==> config.mk <==
export PLATFORM = sky130hd
export DESIGN_NAME = aoa_tracker
export DESIGN_NICKNAME = d
export VERILOG_FILES = /design/src/rtl/aoa_tracker.sv
export SDC_FILE = /design/constraint.sdc
export NUM_CORES = 1
export LEC_CHECK = 0
export CELL_PAD_IN_SITES_DETAIL_PLACEMENT = 1
export CELL_PAD_IN_SITES_GLOBAL_PLACEMENT = 1
export CORE_MARGIN = 2
export CORE_UTILIZATION = 41
export CTS_CLUSTER_SIZE = 16
export DETAILED_ROUTE_END_ITERATION = 8
export HOLD_SLACK_MARGIN = 0.12
export PLACE_DENSITY_LB_ADDON = 0.12
export SLEW_MARGIN = 25
export SYNTH_ARGS = -nofsm -noshare
export SYNTH_HDL_FRONTEND = slang
export SYNTH_SLANG_ARGS = --single-unit
==> constraint.sdc <==
create_clock -name clk -period 3.88 [get_ports clk]
set_clock_uncertainty 0.1 [all_clocks]
set_input_delay 1.164 -clock clk [delete_from_list [all_inputs] [get_ports clk]]
set_output_delay 1.164 -clock clk [all_outputs]
set_load 0.01 [all_outputs]
==> src/rtl/aoa_tracker.sv <==
// aoa_tracker: multi-channel angle-of-arrival accumulator.
// Stage 1 turns ddiff into a signed delta; stage 2 does the saturating or wrapping read-modify-write.
module aoa_tracker #(
  parameter int DDIFF_BITS = 9,
  parameter int AOA_BITS   = 8,
  parameter int CHANNELS   = 4,
  parameter int SHIFT      = 4,
  parameter int AOA_INIT   = 128,
  parameter int CH_BITS    = (CHANNELS > 1) ? $clog2(CHANNELS) : 1
) (
  input  logic                         clk,
  input  logic                         reset_n,
  input  logic                         init,
  input  logic                         in_valid,
  input  logic [CH_BITS-1:0]           in_chan,
  input  logic [DDIFF_BITS-1:0]        ddiff,
  input  logic                         wrap_mode,
  input  logic                         sat_clr,
  output logic                         out_valid,
  output logic [CH_BITS-1:0]           out_chan,
  output logic [AOA_BITS-1:0]          out_aoa,
  output logic [CHANNELS*AOA_BITS-1:0] aoa_flat,
  output logic [CHANNELS-1:0]          sat_hi,
  output logic [CHANNELS-1:0]          sat_lo
);
  localparam int DW = DDIFF_BITS + 1;
  localparam int SW = ((AOA_BITS > DW) ? AOA_BITS : DW) + 2;
  localparam logic [DW-1:0]        CENTRE = DW'(2 ** (DDIFF_BITS - 1));
  localparam logic [DW-1:0]        ROUND  = DW'(2 ** SHIFT - 1);
  localparam logic signed [SW-1:0] MAX_S  = SW'(2 ** AOA_BITS - 1);
  localparam logic [AOA_BITS-1:0]  INIT_V = AOA_BITS'(AOA_INIT);

  logic [CHANNELS-1:0][AOA_BITS-1:0] acc_r;
  logic                   s1_valid_r;
  logic [CH_BITS-1:0]     s1_chan_r;
  logic signed [DW-1:0]   s1_delta_r;
  logic                   out_valid_r;
  logic [CH_BITS-1:0]     out_chan_r;
  logic [AOA_BITS-1:0]    out_aoa_r;
  logic [CHANNELS-1:0]    sat_hi_r, sat_lo_r;

  logic signed [DW-1:0]   diff_s, biased_s, delta_s;
  logic                   chan_ok_s;
  logic [AOA_BITS-1:0]    cur_s, result_s;
  logic signed [SW-1:0]   sum_s;
  logic                   over_s, under_s;
  logic [CHANNELS-1:0]    set_hi_s, set_lo_s;

  // Stage 1: signed delta, truncated toward zero by biasing negatives before the arithmetic shift
  always_comb begin
    diff_s = CENTRE - {1'b0, ddiff};
    if (diff_s[DW-1]) begin
      biased_s = diff_s + ROUND;
    end else begin
      biased_s = diff_s;
    end
    delta_s   = biased_s >>> SHIFT;
    chan_ok_s = ({1'b0, in_chan} < (CH_BITS + 1)'(CHANNELS));
  end

  // Stage 2: unclipped sum, overflow detection and mode-dependent result
  always_comb begin
    cur_s   = acc_r[s1_chan_r];
    sum_s   = $signed({{(SW - AOA_BITS){1'b0}}, cur_s}) + {{(SW - DW){s1_delta_r[DW-1]}}, s1_delta_r};
    over_s  = (sum_s > MAX_S);
    under_s = sum_s[SW-1];
    case ({wrap_mode, over_s, under_s})
      3'b010:  result_s = {AOA_BITS{1'b1}};
      3'b001:  result_s = {AOA_BITS{1'b0}};
      default: result_s = sum_s[AOA_BITS-1:0];
    endcase
    for (int k = 0; k < CHANNELS; k++) begin
      set_hi_s[k] = s1_valid_r && !init && over_s  && (s1_chan_r == CH_BITS'(k));
      set_lo_s[k] = s1_valid_r && !init && under_s && (s1_chan_r == CH_BITS'(k));
    end
  end

  // Pipeline, accumulators and result strobe; init outranks everything but reset
  always_ff @(posedge clk or negedge reset_n) begin
    if (!reset_n) begin
      acc_r       <= {CHANNELS{INIT_V}};
      s1_valid_r  <= 1'b0;
      s1_chan_r   <= {CH_BITS{1'b0}};
      s1_delta_r  <= {DW{1'b0}};
      out_valid_r <= 1'b0;
      out_chan_r  <= {CH_BITS{1'b0}};
      out_aoa_r   <= {AOA_BITS{1'b0}};
    end else if (init) begin
      acc_r       <= {CHANNELS{INIT_V}};
      s1_valid_r  <= 1'b0;
      out_valid_r <= 1'b0;
    end else begin
      s1_valid_r  <= in_valid && chan_ok_s;
      s1_chan_r   <= in_chan;
      s1_delta_r  <= delta_s;
      out_valid_r <= s1_valid_r;
      if (s1_valid_r) begin
        acc_r[s1_chan_r] <= result_s;
        out_chan_r       <= s1_chan_r;
        out_aoa_r        <= result_s;
      end
    end
  end

  // Sticky flags: a set event beats a simultaneous clear for the same bit
  always_ff @(posedge clk or negedge reset_n) begin
    if (!reset_n) begin
      sat_hi_r <= {CHANNELS{1'b0}};
      sat_lo_r <= {CHANNELS{1'b0}};
    end else if (sat_clr) begin
      sat_hi_r <= set_hi_s;
      sat_lo_r <= set_lo_s;
    end else begin
      sat_hi_r <= sat_hi_r | set_hi_s;
      sat_lo_r <= sat_lo_r | set_lo_s;
    end
  end

  assign out_valid = out_valid_r;
  assign out_chan  = out_chan_r;
  assign out_aoa   = out_aoa_r;
  assign aoa_flat  = acc_r;
  assign sat_hi    = sat_hi_r;
  assign sat_lo    = sat_lo_r;
endmodule

### Word-level counts from Yosys, hierarchy flattened

Index checks and enable logic that the tools add are counted.
Widths: inputs -> output; s select.

* bits in registers: 60
* word-level logic and storage cells: 55
* output and inout port bits: 51

* add/subtract/negate cells: 3
* equal/unequal tests: 5
* bitwise logic cells: 3
* muxes and demuxes: 13
* order comparisons: 3
* reduce and logical (&&, ||, !) cells: 16

Operators by type and width (number)
* $mux 32: 2
* $bwmux 32: 1
* $bmux 8 s2: 1
* $demux 8 s2: 1
* $mux 8: 2
* $pmux 8 s2: 1
* $logic_and 1x1->1: 12
* $add 10x4->10 const B: 1
* $add 9x6->10: 1
* $gt 10x9->1 const B: 1
* $mux 10: 1
* $sub 9x9->10 const A: 1
* $mux 4: 2
* $or 4x4->4: 2
* $eq 2x2->1 const B: 2
* $eq 3x1->1 const B: 1
* $eq 3x2->1 const B: 1
* $lt 2x3->1 const B: 1
* $eq 2x1->1 const B: 1
* $ge 2x1->1 const B: 1
* $logic_not 2->1: 1
* $mux 1: 2
* $reduce_and 2->1: 1
* $reduce_bool 2->1: 1
* other kinds (2): 2

### Depth between registers and ports, before layout

Gate-level depths: netlist of run 1.

* depth in word-level cells: 9
* gate-level depth with buffers: 11

### Worst setup path after synthesis of run 1

OpenSTA, ideal clock, no wires.

* kind: register to register
* start: register s1_chan_r[0]
* end: register acc_r (netlist bit aoa_flat[0])
* buffers on the path: 3
* required time: 3649 ps
* arrival time: 3058 ps
* cell stages (with the launch flop): 11
* path slack: 591 ps
* cells stage by stage: dfrtp_1 -> buf_2 -> clkbuf_1 -> mux4_2 -> ha_1 -> buf_4 -> nor2b_1 -> a211o_1 -> or3_1 -> a21oi_2 -> o31ai_1

* cells in the longest elaborated chain, start to end: 9
* elaborated cells on any way between the ends: 15
* classes of those cells: 1 x add/sub; 3 x order compare; 2 x eq/ne; 8 x mux; 1 x reduce/logical

Ends and longest elaborated chain
* from (decl): RTL line 35 `logic [CH_BITS-1:0] s1_chan_r;`
* from (signal assigned): RTL line 83 `s1_chan_r <= {CH_BITS{1'b0}};`
* from (signal assigned): RTL line 94 `s1_chan_r <= in_chan;`
* $bmux 8 s2: RTL line 63 `cur_s = acc_r[s1_chan_r];`
* $mux 8 (not written as such): RTL line 63
* $add 9x6->10: RTL line 64 `sum_s = $signed({{(SW - AOA_BITS){1'b0}}, cur_s}) + {{(SW - DW){s1_delta_r[DW-1]}}, s1_delta_r};`
* $gt 10x9->1: RTL line 65 `over_s = (sum_s > MAX_S);`
* $eq 3x1->1 / $eq 3x2->1 (equally long branches): RTL line 67 `case ({wrap_mode, over_s, under_s})`
* $pmux 8 s2: RTL line 67
* $bwmux 32 *: RTL line 98 `acc_r[s1_chan_r] <= result_s;`
* $mux 32 *: RTL line 97 `if (s1_valid_r) begin`
* $mux 32 *: RTL line 88 `end else if (init) begin`
* to (signal assigned): RTL line 81 `acc_r <= {CHANNELS{INIT_V}};`
* to (signal assigned): RTL line 89 `acc_r <= {CHANNELS{INIT_V}};`
* to (signal, indexed assignment): RTL line 98
* to (decl): RTL line 33 `logic [CHANNELS-1:0][AOA_BITS-1:0] acc_r;`

Mark *: on every way between the ends. The rest lies on a longest branch, timed or not. The select of a mux whose other input is x is not followed.
A chain may end at the register's enable or synchronous reset.

### Worst setup path after layout of run 1

* start: register s1_chan_r[0]
* end: register acc_r (netlist bit aoa_flat[15])

The elaborated chain is that of the path after synthesis.

==> results of run 1 <==
-- final cells by class --
class	count	area [um2]
fill	1065	4360
multi-input combinational	288	2160
sequential	60	1510
timing repair buffer	78	761
clock buffer	11	151
tap	111	139
clock inverter	4	72.6
inverter	13	48.8
-- worst max-delay path: stages, from the launching register on --
cell and delay (ns):
dfrtp_1 0.60, buf_12 0.19, mux4_2 0.54, ha_1 0.47, nand3_2 0.16, o22ai_1 0.38, or3_1 0.45, o21ai_2 0.16
o41ai_1 0.47
-- flip-flops by register name, indices dropped and copies added, names as in the netlist --
name,cells
sat_hi,4
s1_chan_r,2
sat_lo,4
out_chan,2
aoa_flat,32
out_valid,1
out_aoa,8
s1_delta_r,6
s1_valid_r,1
-- cell usage in the layout, fill, tap and decap left out, types with 3 or more instances in the layout --
cell / netlist / routed
a211o_1: 3 / 3
a21o_1: 3 / 3
a21oi_1: 20 / 20
a21oi_2: 5 / 5
a32o_1: 4 / 4
and3b_1: 3 / 3
buf_4: 3 / 10
clkbuf_8: 0 / 11
clkdlybuf4s50_1: 0 / 66
dfrtp_1: 56 / 56
dfstp_2: 4 / 4
ha_1: 10 / 10
inv_1: 12 / 12
mux4_2: 8 / 8
nand2_1: 41 / 41
nand2b_1: 4 / 4
nand3_1: 28 / 28
nor2_1: 10 / 10
nor2b_1: 8 / 8
nor3_1: 5 / 5
nor4_1: 4 / 4
o211ai_1: 4 / 4
o211ai_2: 3 / 3
o21ai_0: 11 / 11
o21ai_1: 3 / 3
o21ai_2: 3 / 3
o221ai_2: 3 / 3
o22ai_1: 3 / 3
o31ai_1: 34 / 34
o32ai_1: 3 / 3
o41ai_1: 8 / 8
or3_1: 4 / 4
xnor2_1: 6 / 6
-- report_power, final --
group          total (mW)  switching (mW)  internal, mW
Sequential          0.719          0.0434         0.675
Combinational       0.491           0.282         0.209
Clock               0.659           0.267         0.392
-- metal layers --
metal	GRT usage [%]	wire (um)	vias to the layer above
met4	8.32	233	0
met5	0	0	-
met2	39.0	5620	81
li1	-	-	1614
met3	3.33	407	18
met1	35.0	5540	1770
-- cell families (layout without fill, tap and decap cells) --
kind of cell	after synthesis	count (layout)
and+or+nand+nor	127	127
buffers and inverters	35	106
xor gates and xnor gates	7	7
DFF	60	60
muxes	12	12
adders and majority gates	11	11
AOI/OAI and AO/OA	131	131
-- worst paths after layout --
kind | start | end | slack [ns] | depth (start not counted)
setup / recovery | s1_chan_r[0] | aoa_flat[15] | 0.23 | 8
hold / removal | out_chan[0] | out_chan[0] | 0.38 | 2
setup reg to reg | s1_chan_r[0] | aoa_flat[15] | 0.23 | 8
hold reg to reg | out_chan[0] | out_chan[0] | 0.38 | 2
max in group asynchronous | reset_n | sat_hi[3] | 2.28 | 2
min in group asynchronous | reset_n | out_aoa[6] | 0.86 | 2
==> insert_results.sql, run 1 <==
INSERT INTO impl_metrics (metric_group, metric, value, unit) VALUES
('synthesis', 'post-synth-top-area-cell', 'dfrtp_1', ''),
('synthesis', 'synth_most_common_cell', 'dfrtp_1', ''),
('placed_design', 'dp_hpwl', '8.66', 'mm'),
('synthesis', 'synth-compound-area-share', '27.1', '%'),
('placed_design', 'place_area', '4610', 'um2'),
('sta', 'setup_viol_count_final', '0', ''),
('synthesis', 'leading_cell_types_by_total_area_after_synthesis', 'dfrtp_1 (36%), o31ai_1 (6.6%), mux4_2 (4.7%), nand2_1 (4.0%), nand3_1 (3.6%)', ''),
('placed_design', 'dpl.cell_count', '550', ''),
('sta', 'report.final.hold_viol_count', '0', ''),
('sta', 'layout_min_cycle_time', '3.65', 'ns'),
('clocking', 'cts_sinks', '60', ''),
('synthesis', 'yosys_warnings', '0', ''),
('sta', 'final.period_utilization', '93.9', '%'),
('floorplan', 'floorplan.core_area', '9200', 'um2'),
('critical_path', 'maximum_fanout_along_the_worst_path', '8', ''),
('critical_path', 'cp.arrival', '3.77', 'ns'),
('synthesis', 'syn_area', '3850', 'um2'),
('clocking', 'count_of_instances_resized_after_the_clock_tree_is_built', '0', ''),
('route', 'drtIter0Drc', '217', ''),
('run_status', 'outcome', 'complete, no violations', ''),
('pwr', 'power.leakage', '1.94', 'nW'),
('global_routing', 'grt.total_usage', '24.7', '%'),
('synthesis', 'async_flop_share', '100', '%'),
('synthesis', 'syn_inst', '383', ''),
('hold_path', 'min-delay-path-class', 'flop to flop', ''),
('floorplan', 'fp-row-count', '35', ''),
('final_layout', 'antennaDiodeCount', '0', ''),
('clocking', 'worst_setup_hold_path_clk_slew', '0.07', 'ns'),
('clocking', 'tritoncts', 'built', ''),
('clocking', 'ctsLongestPathBuffers', '2', ''),
('global_routing', 'grt_start_max_net_pins', '61', ''),
('floorplan', 'die_w', '101', 'um'),
('synthesis', 'synth.cells.most_frequent', 'dfrtp_1 (56), nand2_1 (41), o31ai_1 (34)', ''),
('sta', 'drv_slew', '0', ''),
('clocking', 'post_cts_hold_buffer_count', '0', ''),
('synthesis', 'yosys-mux-area-fraction', '5.78', '%'),
('synthesis', 'synth-xor-area-share', '1.59', '%'),
('floorplan', 'initial_utilization', '41.9', '%'),
('clocking', 'cts.repair_timing.setup_buffer_count', '0', ''),
('synthesis', 'postSynthNetCount', '411', ''),
('synthesis', 'synth_flop_cell', 'dfrtp_1', ''),
('final_layout', 'drive_above_1_share', '16.5', '%'),
('clocking', 'clock_tree.root_cell', 'clkbuf_8', ''),
('route', 'final_wirelength', '11.8', 'mm'),
('critical_path', 'critPathLaunchType', 'flop', ''),
('final_layout', 'post-route-cell-area', '4830', 'um2'),
('synthesis', 'synth_top_area_share', '36.4', '%'),
('route', 'via_count', '3483', ''),
('synthesis', 'synth-seq-cells', '60', ''),
('final_layout', 'instances_no_fill', '565', ''),
('synthesis', 'ys_types', '78', ''),
('route', 'ant_nets', '0', ''),
('sta', 'relSlewSlack', '47.5', '%'),
('job', 'total_of_max_cap_violations', '0', ''),
('synthesis', 'synth.yosys.seq_area_share', '39.1', '%'),
('clocking', 'worstSkewPairLatency', '0.35', 'ns'),
('global_routing', 'number_of_global_route_vias_before_repair', '3611', ''),
('critical_path', 'timing.setup.critical_path_class', 'flop to flop', ''),
('pwr', 'powerDensity', '387', 'nW/um2'),
('synthesis', 'yosys.area_share.adder', '3.77', '%'),
('clocking', 'h_tree_depth', '3', ''),
('floorplan', 'chipHeight', '101', 'um'),
('pwr', 'finalPower', '1.87', 'mW'),
('synthesis', 'per_instance_average_area_after_synthesis', '10.1', 'um2'),
('final_layout', 'final_core_utilization', '52.6', '%'),
('sta', 'worst_hold_slack', '0.380', 'ns'),
('pwr', 'irDropWorstVdd', '0.186', 'mV'),
('critical_path', 'worst_ep_required_time', '4.00', 'ns'),
('route', 'drc', '0', ''),
('critical_path', 'critical_path_end_type', 'flop', ''),
('floorplan', 'floorplan.die_area', '10200', 'um2');
Note: power is estimated with default switching activity, not from simulation.
==> run 2: changes to the inputs <==
Settings changed: CTS_CLUSTER_DIAMETER set to 40.
==> results of run 2 <==
Final layout, timing and power as in run 1 (identical DEF).
==> run 3: changes to the inputs <==
Settings changed: SKIP_LAST_GASP set to 1.
==> results of run 3 <==
Final layout, timing and power as in run 1 (identical DEF).
